### src/rtl/clk_en_gen.sv
// Multi-channel clock-enable generator: after a lock delay, each channel emits a
// divided clock and a one-cycle enable pulse per divided period.
`timescale 1ns/1ps
module clk_en_gen #(
  parameter int NUM_CH      = 4,
  parameter int CNT_W       = 16,
  parameter int LOCK_CYCLES = 16,
  parameter int DEF_DIV     = 2
) (
  input  logic                    inclk0,
  input  logic                    areset,
  input  logic                    cfg_load,
  input  logic [NUM_CH*CNT_W-1:0] div_in,
  input  logic [NUM_CH*CNT_W-1:0] phase_in,
  output logic [NUM_CH-1:0]       clk_out,
  output logic [NUM_CH-1:0]       ce,
  output logic                    locked
);

  localparam int LCK_W = (LOCK_CYCLES > 2) ? $clog2(LOCK_CYCLES) : 1;
  localparam logic [LCK_W-1:0] LOCK_LAST = LCK_W'(LOCK_CYCLES - 1);
  localparam logic [CNT_W-1:0] ONE = CNT_W'(1);

  typedef enum logic {WAIT, RUN} state_t;

  state_t            state;
  logic [LCK_W-1:0]  lock_cnt;
  logic [CNT_W-1:0]  div_r   [NUM_CH];
  logic [CNT_W-1:0]  phase_r [NUM_CH];
  logic [CNT_W-1:0]  cnt     [NUM_CH];
  logic [CNT_W-1:0]  cnt_inc [NUM_CH];
  logic [CNT_W-1:0]  half    [NUM_CH];
  logic [CNT_W-1:0]  start   [NUM_CH];
  logic [NUM_CH-1:0] wrap;

  // A start offset at or beyond the ratio cannot be reached by the counter, so it folds to 0.
  function automatic logic [CNT_W-1:0] start_phase(input logic [CNT_W-1:0] ph,
                                                   input logic [CNT_W-1:0] dv);
    return (ph < dv) ? ph : '0;
  endfunction

  always_comb begin
    wrap = '0;
    for (int k = 0; k < NUM_CH; k++) begin
      cnt_inc[k] = cnt[k] + ONE;
      half[k]    = div_r[k] >> 1;
      start[k]   = start_phase(phase_r[k], div_r[k]);
      wrap[k]    = (div_r[k] != '0) && (cnt[k] == div_r[k] - ONE);
    end
  end

  always_ff @(posedge inclk0 or posedge areset) begin
    if (areset) begin
      state    <= WAIT;
      lock_cnt <= '0;
      locked   <= 1'b0;
      clk_out  <= '0;
      ce       <= '0;
      for (int k = 0; k < NUM_CH; k++) begin
        cnt[k]     <= '0;
        div_r[k]   <= CNT_W'(DEF_DIV);
        phase_r[k] <= '0;
      end
    end else if (cfg_load) begin
      state    <= WAIT;
      lock_cnt <= '0;
      locked   <= 1'b0;
      clk_out  <= '0;
      ce       <= '0;
      for (int k = 0; k < NUM_CH; k++) begin
        cnt[k]     <= '0;
        div_r[k]   <= div_in[k*CNT_W +: CNT_W];
        phase_r[k] <= phase_in[k*CNT_W +: CNT_W];
      end
    end else begin
      case (state)
        WAIT: begin
          if (lock_cnt == LOCK_LAST) begin
            state    <= RUN;
            locked   <= 1'b1;
            lock_cnt <= '0;
            // Outputs on the lock edge already reflect the start phase.
            for (int k = 0; k < NUM_CH; k++) begin
              cnt[k]     <= start[k];
              ce[k]      <= (div_r[k] == ONE);
              clk_out[k] <= (start[k] < half[k]);
            end
          end else begin
            lock_cnt <= lock_cnt + 1'b1;
          end
        end
        RUN: begin
          for (int k = 0; k < NUM_CH; k++) begin
            if (div_r[k] == '0) begin
              cnt[k]     <= '0;
              ce[k]      <= 1'b0;
              clk_out[k] <= 1'b0;
            end else if (wrap[k]) begin
              cnt[k]     <= '0;
              ce[k]      <= 1'b1;
              clk_out[k] <= (half[k] != '0);
            end else begin
              cnt[k]     <= cnt_inc[k];
              ce[k]      <= 1'b0;
              clk_out[k] <= (cnt_inc[k] < half[k]);
            end
          end
        end
        default: state <= WAIT;
      endcase
    end
  end

endmodule

### config.mk
export PLATFORM = sky130hd
export DESIGN_NAME = clk_en_gen
export DESIGN_NICKNAME = d
export VERILOG_FILES = /design/src/rtl/clk_en_gen.sv
export SDC_FILE = /design/constraint.sdc
export NUM_CORES = 1
export LEC_CHECK = 0
export ABC_CLOCK_PERIOD_IN_PS = 7000
export BUFFER_PORTS_ARGS = -buffer_cell sky130_fd_sc_hd__buf_2
export CAP_MARGIN = 20
export CELL_PAD_IN_SITES_DETAIL_PLACEMENT = 0
export CELL_PAD_IN_SITES_GLOBAL_PLACEMENT = 2
export CORE_UTILIZATION = 38
export DETAILED_ROUTE_END_ITERATION = 10
export PLACE_DENSITY_LB_ADDON = 0.1
export REMOVE_ABC_BUFFERS = 1
export SLEW_MARGIN = 0
export SYNTH_ARGS = -nofsm -noshare
export SYNTH_HDL_FRONTEND = slang
export SYNTH_SLANG_ARGS = --single-unit
### constraint.sdc
create_clock -name inclk0 -period 7 [get_ports inclk0]
set_input_delay 0.7 -clock inclk0 [delete_from_list [all_inputs] [get_ports inclk0]]
set_output_delay 0.7 -clock inclk0 [all_outputs]
set_load 0.02 [all_outputs]
Word-level counts from Yosys, hierarchy flattened
Cells that the tools add are included.
{ "classes": {"n_addsub": 9, "mux": 46, "reduce_logical": 18, "bitwise_logic": 1, "order_cmp": 12, "n_eq_ne": 11} }
{ "ops": {"columns": ["operator", "n"], "rows": [
  ["$mux 16", 12],
  ["$lt 16x15->1", 8],
  ["$mux 64", 2],
  ["$pmux 64 s2", 1],
  ["$reduce_bool 16->1", 8],
  ["$add 16x1->16 const B", 4],
  ["$eq 16x1->1 const B", 4],
  ["$eq 16x16->1", 4],
  ["$logic_not 16->1", 4],
  ["$lt 16x16->1", 4],
  ["$sub 16x1->16 const B", 4],
  ["$mux 4", 7],
  ["$mux 1", 22],
  ["$pmux 4 s2", 2],
  ["$add 4x1->4 const B", 1],
  ["$eq 4x4->1 const B", 1],
  ["$logic_and 1x1->1", 4],
  ["$ne 3x3->1 const B", 1],
  ["$ne 2x2->1 const B", 1],
  ["$reduce_and 2->1", 1],
  ["$reduce_bool 2->1", 1],
  ["$not 1->1", 1]
]} }
{ "totals": {"input_bits": 131, "out_inout_bits": 9, "ff_bits": 206} }

Logic depth before layout (Yosys ltp)
Gate-level depths: netlist of the first run.
{ "depth": {"word_depth": 7, "ltp_mapped": 19, "depth_no_buf": 17} }

Worst setup path after synthesis of the first run
No wires, ideal clock.
{ "synth_path": {"path_kind": "flip-flop to flip-flop", "startpoint": "reg div_r[13] (netlist name)", "endpoint": "reg clk_out[3]", "period_less_slack_ps": 3783, "stages_incl_launch_ff": 19, "slack_ps": 3217, "setup_time_ps": 124, "required_time_ps": 6876, "arrival_time_ps": 3659, "cell_sequence": "dfrtp_1 > clkbuf_1 > inv_1 > ha_1 > a21oi_1 > nor2b_1 > o21ai_0 > nand2b_1 > a2111oi_1 > clkbuf_1 > and2_1 > ha_1 > nand2_1 > or3_1 > nor3_1 > a31o_2 > a21oi_1 > o21ai_0 > a2bb2oi_1"} }
{ "synth_via": {"elab_chain_cells": 7, "elab_cells_between_ends": 15} }
{ "synth_lines": {"columns": ["item", "line_no", "text"], "rows": [
  ["start, declared", "28", "logic [CNT_W-1:0] div_r [NUM_CH];"],
  ["start signal, assigned by index", "61", "div_r[k] <= CNT_W'(DEF_DIV);"],
  ["start signal, assigned by index", "72", "div_r[k] <= div_in[k*CNT_W +: CNT_W];"],
  ["parallel branches: the longest is 5 deep, another holds $lt 16x16->1", null, null],
  ["$pmux 4 s2 (*)", "76", "case (state)"],
  ["$mux 4 (*)", "64", "end else if (cfg_load) begin"],
  ["end signal, assigned by index", "86", "clk_out[k] <= (start[k] < half[k]);"],
  ["end signal, assigned by index", "101", "clk_out[k] <= (half[k] != '0);"],
  ["end signal, assigned by index", "105", "clk_out[k] <= (cnt_inc[k] < half[k]);"],
  ["end, declared", "15", "output logic [NUM_CH-1:0] clk_out,"]
]} }
Every way passes the cells marked *. The select of a mux whose other input is x is not followed.
A chain may end at the register's enable or synchronous reset.

Worst setup path in the final report of the first run
{ "layout_path": {"startpoint": "reg div_r[25] (netlist name)", "endpoint": "reg clk_out[2]"} }
Same word-level chain as after synthesis.

==> metrics.log, run 1 <==
INFO  metric outcome = finished, final reports clean
INFO  metric clock_latency_reported_for_the_late_side_of_the_worst_skew_pair = 570 ps
INFO  metric final_cell_count_no_fill = 2,560
INFO  metric timing.fmax = 0.231 GHz
INFO  metric vdd.ir_drop.worst = about 140 uV
INFO  metric startpoint_type = flip-flop
INFO  metric cts_root_buf = sky130_fd_sc_hd__clkbuf_16
INFO  metric synth.ff_latch_count = ~210
INFO  metric portBuffers = 139
INFO  metric number_of_flops_mapped_to_enable_cells_by_yosys = 0
INFO  metric grt_pass1_vias = 14,400
INFO  metric clk_pin_slew = around 60 ps
INFO  metric drc = 0
INFO  metric holdBufCountCts = 0
INFO  metric ant_nets = 0
INFO  metric clock_sink_count = 206
INFO  metric total_die_area = 0.0441 sq mm
INFO  metric die_y = about 210 um
INFO  metric tritoncts.num_buffers = 27
INFO  metric maxSlewHeadroom = about 25%
INFO  metric overflow = 0
INFO  metric maxCapViolations = 0
INFO  metric num_rows = 75
INFO  metric worst_r2r_endpoint = clk_out[2]
INFO  metric postSynth.asyncResetShare = 100%
INFO  metric count_of_boundary_i_o_pins = 140
INFO  metric detail_route.first_pass.iterations = 7
INFO  metric core_area = ~0.042 sq mm
INFO  metric timing_hold_violations_final = 0
INFO  metric transition_at_the_pin_with_the_smallest_max_transition_slack = 1120 ps
INFO  metric die_w = ~210 um
INFO  metric grt_first_pass_wirelength = roughly 83 mm
INFO  metric period_minus_slack = 4330 ps
INFO  metric grt_max_degree = 82
INFO  metric worst-r2r-cell-count = 17
INFO  metric cts_resized = 0
INFO  metric placed_cells_incl_taps = 2,511
INFO  metric static-leakage-power = around 8.6 nW
INFO  metric h-tree-depth = 1
INFO  metric worst_r2r_startpoint = div_r[25]
INFO  metric skew = approximately 13 ps
INFO  metric finalWeightedCongestion = 0.871
INFO  metric routed_wire_length_per_instance = around 20 um
INFO  metric drive_above_1_share = 14.7%
INFO  metric min_period_over_period = approximately three fifths
INFO  metric cp_data_arrival_time = 4800 ps
INFO  metric n_fill_cell = approximately 4,300
INFO  metric cts_tree = built
INFO  metric required = 7470 ps
INFO  metric powerDensity = ~200 mW/mm^2
INFO  metric netlist_area = 0.0165 sq mm
INFO  metric layout.nets = approximately 2,300
INFO  metric final_max_slew_viol_count = 0
INFO  metric clock_path_buffers = 3
INFO  metric drt_iter0_drc = 797
INFO  metric warning_count_from_the_yosys_run = 0
INFO  metric fin_setup_tns = 0 ps
INFO  metric critical_path_maximum_fanout = 9
INFO  metric syn-instance-count = 1,876
INFO  metric timing.final.setup_violations = 0
INFO  metric area_overhead_vs_synth = 12.5%
INFO  metric detail_route.wirelength = 51.9 mm
INFO  metric ys_seq_area_share = 31.4%
INFO  metric grt_setup_unrepaired = false
INFO  metric end_kind = flip-flop
INFO  metric post-cts-setup-buffers = 0
INFO  metric routed-via-count = 14,500
INFO  metric track_usage = between 20% and 30%
INFO  metric hold_path_class = input pin to async pin
INFO  metric antenna_found_initial = 1
INFO  metric yosys.cell_types.count = just under 90
INFO  metric crit_type = flip-flop to flip-flop
INFO  metric dp_hpwl = 39.1 mm
INFO  metric drt_via_density = 5.65
INFO  metric rrSetupSlack = 2670 ps
INFO  metric synth_area_per_cell = 8.77 sq um
INFO  metric initial_core_util = 38.9%
INFO  metric postSynth.topFlopCell = sky130_fd_sc_hd__dfrtp_1
-- layer usage --
| metal | wire (um) | share of wire (%) | track usage (%) |
|---|---|---|---|
| met5 | 0 | 0 | 0 |
| met4 | 1450 | 2.8 | 6.75 |
| met3 | 2040 | 3.9 | 2.67 |
| met2 | 23300 | 45 | 38.2 |
| met1 | 25100 | 48 | 34.2 |
-- worst max path at each step --
stage,cells past startpoint,end,start
finish,17,clk_out[2],div_r[25]
global route,17,clk_out[2],div_r[25]
CTS,17,clk_out[2],div_r[25]
detailed placement,17,clk_out[2],div_r[25]
global placement,16,clk_out[3],div_r[9]
floorplan,1,ce[0],areset
-- kinds of logic after synthesis --
family,Yosys count,share of synthesized area [%]
DFF,206,31.4
and+or+nand+nor,637,20.5
AOI/OAI and AO/OA,462,18.0
buffers and inverters,190,4.56
muxes,69,4.69
xor gates and xnor gates,127,6.85
adders and majority gates,185,14.1
-- layout make-up --
class / instances / area, sq um / share of cell area [%]
multi-input combinational: 1480 / 10600 / 57.0
sequential: 206 / 5160 / 27.9
clock buffer: 40 / 815 / 4.40
timing repair buffer: 152 / 800 / 4.32
tap: 577 / 722 / 3.90
inverter: 96 / 368 / 1.99
clock inverter: 8 / 93.8 / 0.507
antenna: 1 / 2.50 / 0.0135
-- synthesized netlist by cell type (5+ instances only) --
library cell,count,share of area (%)
sky130_fd_sc_hd__o221ai_1,11,0.59
sky130_fd_sc_hd__ha_1,185,14
sky130_fd_sc_hd__nand4_1,44,1.7
sky130_fd_sc_hd__nand2_1,180,4.1
sky130_fd_sc_hd__or2_2,8,0.30
sky130_fd_sc_hd__nor4_1,28,1.1
sky130_fd_sc_hd__o21ai_0,130,4.0
sky130_fd_sc_hd__dfrtp_1,202,31
sky130_fd_sc_hd__mux2i_1,5,0.30
sky130_fd_sc_hd__a221oi_1,10,0.53
sky130_fd_sc_hd__a21oi_1,91,2.8
sky130_fd_sc_hd__a31oi_1,14,0.53
sky130_fd_sc_hd__and4_1,9,0.48
sky130_fd_sc_hd__or4_1,13,0.59
sky130_fd_sc_hd__nand3_1,78,2.4
sky130_fd_sc_hd__mux2_2,64,4.4
sky130_fd_sc_hd__xnor2_1,76,4.0
sky130_fd_sc_hd__nor3_1,40,1.2
sky130_fd_sc_hd__a2111oi_0,7,0.37
sky130_fd_sc_hd__nor2_1,67,1.5
sky130_fd_sc_hd__a21o_1,43,2.0
sky130_fd_sc_hd__xor2_1,50,2.7
sky130_fd_sc_hd__nor2b_1,13,0.49
sky130_fd_sc_hd__o21ai_1,20,0.61
sky130_fd_sc_hd__inv_1,95,2.2
sky130_fd_sc_hd__and3_1,30,1.1
sky130_fd_sc_hd__o211ai_1,13,0.59
sky130_fd_sc_hd__clkbuf_1,78,1.8
sky130_fd_sc_hd__and2_1,62,2.4
sky130_fd_sc_hd__nor3b_1,7,0.32
sky130_fd_sc_hd__buf_2,8,0.24
sky130_fd_sc_hd__nand2b_1,18,0.68
sky130_fd_sc_hd__a22oi_1,39,1.8
sky130_fd_sc_hd__or3_1,13,0.49
sky130_fd_sc_hd__o31ai_1,8,0.37
sky130_fd_sc_hd__o21a_1,9,0.41
sky130_fd_sc_hd__a211oi_1,15,0.68
-- where the power goes --
part           switching (mW)  leakage, nW  internal, mW
Sequential              0.135         2.60          1.27
Clock                   0.568        0.455         0.870
Combinational           0.477         5.52         0.375
Total                    1.18         8.58          2.52
-- state kept, by name (all words and copies together), names as in the netlist --
| signal | flops |
|---|---|
| locked | 1 |
| lock_cnt | 4 |
| div_r | 64 |
| cnt | 64 |
| ce | 4 |
| clk_out | 4 |
| state | 1 |
| phase_r | 64 |
-- stage by stage --
step / instance area [sq um] / hold WS [ps] / worst slack [ps] / utilization, % / power (mW)
floorplan: 16100 / 466 / 682 / - / 1.97
global placement: 17600 / 470 / 2860 / 41.6 / 2.26
detailed placement: 17600 / 475 / 2690 / 41.6 / 2.28
CTS: 18500 / 238 / 2670 / 43.7 / 3.74
global route: 18500 / 275 / 2180 / 43.7 / 3.92
finish: 18500 / 221 / 2670 / 43.7 / 3.70
-- cells in the final DEF, fill, tap and decap left out, types with 43 or more instances in the layout --
cell and instances:
sky130_fd_sc_hd__and2_1 62, sky130_fd_sc_hd__mux2_2 64, sky130_fd_sc_hd__nand3_1 78, sky130_fd_sc_hd__a21oi_1 91, sky130_fd_sc_hd__inv_1 94, sky130_fd_sc_hd__a21o_1 43, sky130_fd_sc_hd__xor2_1 50, sky130_fd_sc_hd__dfrtp_1 202
sky130_fd_sc_hd__xnor2_1 76, sky130_fd_sc_hd__o21ai_0 130, sky130_fd_sc_hd__nand4_1 44, sky130_fd_sc_hd__ha_1 185, sky130_fd_sc_hd__nand2_1 180, sky130_fd_sc_hd__buf_2 138, sky130_fd_sc_hd__nor2_1 67
-- critical path, stage by stage, from the launching register on --
cell	delay, ps
sky130_fd_sc_hd__dfrtp_1	480
sky130_fd_sc_hd__inv_1	150
sky130_fd_sc_hd__ha_1	350
sky130_fd_sc_hd__a21o_1	170
sky130_fd_sc_hd__a211oi_1	280
sky130_fd_sc_hd__o211ai_1	150
sky130_fd_sc_hd__o21bai_1	210
sky130_fd_sc_hd__a221oi_1	710
sky130_fd_sc_hd__buf_4	280
sky130_fd_sc_hd__and2_1	190
sky130_fd_sc_hd__ha_1	260
sky130_fd_sc_hd__a21oi_1	130
sky130_fd_sc_hd__nor2_1	60
sky130_fd_sc_hd__a211oi_1	220
sky130_fd_sc_hd__o21ai_0	120
sky130_fd_sc_hd__a21oi_1	160
sky130_fd_sc_hd__a21oi_1	90
sky130_fd_sc_hd__o31ai_1	220
(Power assumes the default switching activity.)
==> run 2: changes to the inputs <==
ABC_CLOCK_PERIOD_IN_PS = 4390   (was 7000)
clock period = 4.39 ns   (was 7 ns; I/O delays follow)
==> metrics.log, run 2 (synthesis gave the netlist of run 1 again) <==
INFO  metric finalWeightedCongestion = 0.883 (was 0.871)
INFO  metric die_w = 210 um (unchanged)
INFO  metric area_overhead_vs_synth = 14.9% (was 12.5%)
INFO  metric tritoncts.num_buffers = 28 (was 27)
INFO  metric die_y = 210 um (unchanged)
INFO  metric startpoint_type = flip-flop (unchanged)
INFO  metric cp_data_arrival_time = 4400 ps (was 4800 ps)
INFO  metric timing_hold_violations_final = 0 (unchanged)
INFO  metric rrSetupSlack = 480 ps (was 2670 ps)
INFO  metric power.total = 6.35 mW (was 3.70 mW)
INFO  metric track_usage = 24.3% (was 24.0%)
INFO  metric period_minus_slack = 3910 ps (was 4330 ps)
INFO  metric overflow = 0 (unchanged)
INFO  metric finish.utilization = 44.6% (was 43.7%)
INFO  metric grt_pass1_vias = 14,500 (was 14,400)
INFO  metric cts_root_buf = sky130_fd_sc_hd__clkbuf_16 (unchanged)
INFO  metric critical_path.startpoint = div_r[13] (was div_r[25])
INFO  metric min_period_over_period = 89.1% (was 61.8%)
INFO  metric hold_path_class = input pin to async pin (unchanged)
INFO  metric core_area = 0.0423 sq mm (unchanged)
INFO  metric setup_slack = 477 ps (was 2670 ps)
INFO  metric maxCapViolations = 0 (unchanged)
INFO  metric routed_wire_length_per_instance = 20.5 um (was 20.3 um)
INFO  metric maxSlewHeadroom = 28.7% (was 25.1%)
INFO  metric dp_slack = 439 ps (was 2690 ps)
INFO  metric powerDensity = 336 mW/mm^2 (was 200 mW/mm^2)
INFO  metric cts_tree = built (unchanged)
INFO  metric grt_setup_unrepaired = false (unchanged)
INFO  metric clock_sink_count = 206 (unchanged)
INFO  metric h-tree-depth = 1 (unchanged)
INFO  metric dp_hpwl = 39.7 mm (was 39.1 mm)
INFO  metric clk_pin_slew = 60 ps (about the same)
INFO  metric cp_slowest_cell = sky130_fd_sc_hd__dfrtp_1 (was sky130_fd_sc_hd__a221oi_1)
INFO  metric transition_at_the_pin_with_the_smallest_max_transition_slack = 1070 ps (was 1120 ps)
INFO  metric final_common_cell = sky130_fd_sc_hd__dfrtp_1 (unchanged)
INFO  metric timing.fmax = 0.256 GHz (was 0.231 GHz)
INFO  metric drc = 0 (unchanged)
INFO  metric vdd.ir_drop.worst = 267 uV (was 142 uV)
INFO  metric clock_path_buffers = 3 (unchanged)
INFO  metric timing.final.setup_violations = 0 (unchanged)
INFO  metric critical_path_maximum_fanout = 17 (was 9)
INFO  metric end_kind = flip-flop (unchanged)
INFO  metric skew = 13.2 ps (was 12.8 ps)
INFO  metric routed-via-count = 14,500 (about the same)
INFO  metric ant_nets = 0 (unchanged)
INFO  metric drive_above_1_share = 16.1% (was 14.7%)
INFO  metric reg_top3 = cnt: 64 flops, div_r: 64 flops, phase_r: 64 flops (unchanged)
INFO  metric worst-r2r-cell-count = 18 (was 17)
INFO  metric initial_core_util = 38.9% (unchanged)
INFO  metric clock_latency_reported_for_the_late_side_of_the_worst_skew_pair = 570 ps (about the same)
INFO  metric required = 4880 ps (was 7470 ps)
INFO  metric static-leakage-power = 8.77 nW (was 8.58 nW)
INFO  metric end_point_of_the_critical_path = clk_out[3] (was clk_out[2])
INFO  metric portBuffers = 139 (unchanged)
INFO  metric grt_max_degree = 165 (was 82)
INFO  metric final_max_slew_viol_count = 0 (unchanged)
INFO  metric total_die_area = 0.0441 sq mm (unchanged)
INFO  metric detail_route.first_pass.iterations = 5 (was 7)
INFO  metric drt_iter0_drc = 885 (was 797)
INFO  metric holdBufCountCts = 0 (unchanged)
INFO  metric outcome = finished, final reports clean (unchanged)
INFO  metric count_of_boundary_i_o_pins = 140 (unchanged)
INFO  metric ordered_list_of_cells_on_the_worst_path = inv_1 -> ha_1 -> a21oi_1 -> nor2b_1 -> o21ai_0 -> nand2b_1 -> a2111oi_2 -> buf_4 -> and2_1 -> ha_1 -> o21a_1 -> nor2_1 -> nor3_1 -> a221oi_1 -> o221ai_1 -> a21oi_2 -> o21ai_0 -> a2bb2oi_1 (was inv_1 -> ha_1 -> a21o_1 -> a211oi_1 -> o211ai_1 -> o21bai_1 -> a221oi_1 -> buf_4 -> and2_1 -> ha_1 -> a21oi_1 -> nor2_1 -> a211oi_1 -> o21ai_0 -> a21oi_1 -> a21oi_1 -> o31ai_1)
INFO  metric layout.nets = 2,304 (was 2,279)
INFO  metric detail_route.wirelength = 53.1 mm (was 51.9 mm)
INFO  metric crit_type = flip-flop to flip-flop (unchanged)
INFO  metric most-common-layout-cells = sky130_fd_sc_hd__dfrtp_1 (202), sky130_fd_sc_hd__ha_1 (185), sky130_fd_sc_hd__nand2_1 (180) (unchanged)
INFO  metric worst_r2r_startpoint = div_r[13] (was div_r[25])
INFO  metric n_fill_cell = 4,254 (was 4,255)
INFO  metric antenna_found_initial = 1 (unchanged)
INFO  metric num_antenna_cells = 0 (was 1)
INFO  metric num_rows = 75 (unchanged)
INFO  metric cp_slowest_stage_delay = 510 ps (was 710 ps)
INFO  metric drt_via_density = 5.61 (was 5.65)
INFO  metric grt_first_pass_wirelength = 84.2 mm (was 83.5 mm)
INFO  metric worst_r2r_endpoint = clk_out[3] (was clk_out[2])
## run 2: final cells by class
| cell class | instances | area, sq um | share of cell area, % |
|---|---|---|---|
| Clock buffer | 36 | 802 | 4.24 |
| Multi-Input combinational cell | 1480 | 10600 | 55.9 |
| Sequential cell | 206 | 5160 | 27.3 |
| Inverter | 96 | 368 | 1.95 |
| Timing Repair Buffer | 176 | 992 | 5.25 |
| Clock inverter | 16 | 297 | 1.57 |
| Tap cell | 577 | 722 | 3.82 |
## run 2: worst min path at each step
stage / slack [ps] / from / endpoint / depth (start not counted)
2_1_floorplan: 470 / lock_cnt[3] / lock_cnt[3] / 1
3_3_place_gp: 480 / ce[0] / ce[0] / 2
3_5_place_dp: 500 / lock_cnt[3] / lock_cnt[3] / 1
4_1_cts: 40 / div_in[63] / div_r[15] / 3
5_1_grt: 70 / div_in[60] / div_r[12] / 3
6_report: 30 / areset / phase_r[18] / 2
## run 2: metrics by stage
stage	hold WS [ps]	std cells	instance area [sq um]	setup TNS (ps)
after global placement	479	2535	17800	0
after detailed placement	504	2535	17800	0
after CTS	42.3	2587	18900	0
final	32.7	2587	18900	0
after global routing	65.7	2587	18900	0
after floorplan	466	1782	16100	-337000
## run 2: worst max-delay path, delay by kind of cell, from the launching register on
family                     cells  cell delay (ps)
AOI/OAI and AO/OA              9             1760
buffers and inverters          2              460
and+or+nand+nor                5              530
adders and majority gates      2              570
DFF                            1              510
## run 2: metal layers
metal	share of wire, %	up-vias	track usage (%)
li1	-	7087	-
met1	48	7020	34.4
met2	46	335	39.2
met3	4.1	78	2.80
met4	2.6	2	6.72
met5	0.024	-	0
## run 2: repair_timing
action | in CTS | in global routing
gates resized for setup | 0 | 1
endpoints found under the setup margin | 0 | 1
buffers inserted | 0 | 0
## run 2: power breakdown
group          internal, mW  switching (mW)
Combinational         0.616           0.767
Clock                  1.75           0.968
Sequential             2.03           0.218
Total                  4.40            1.95
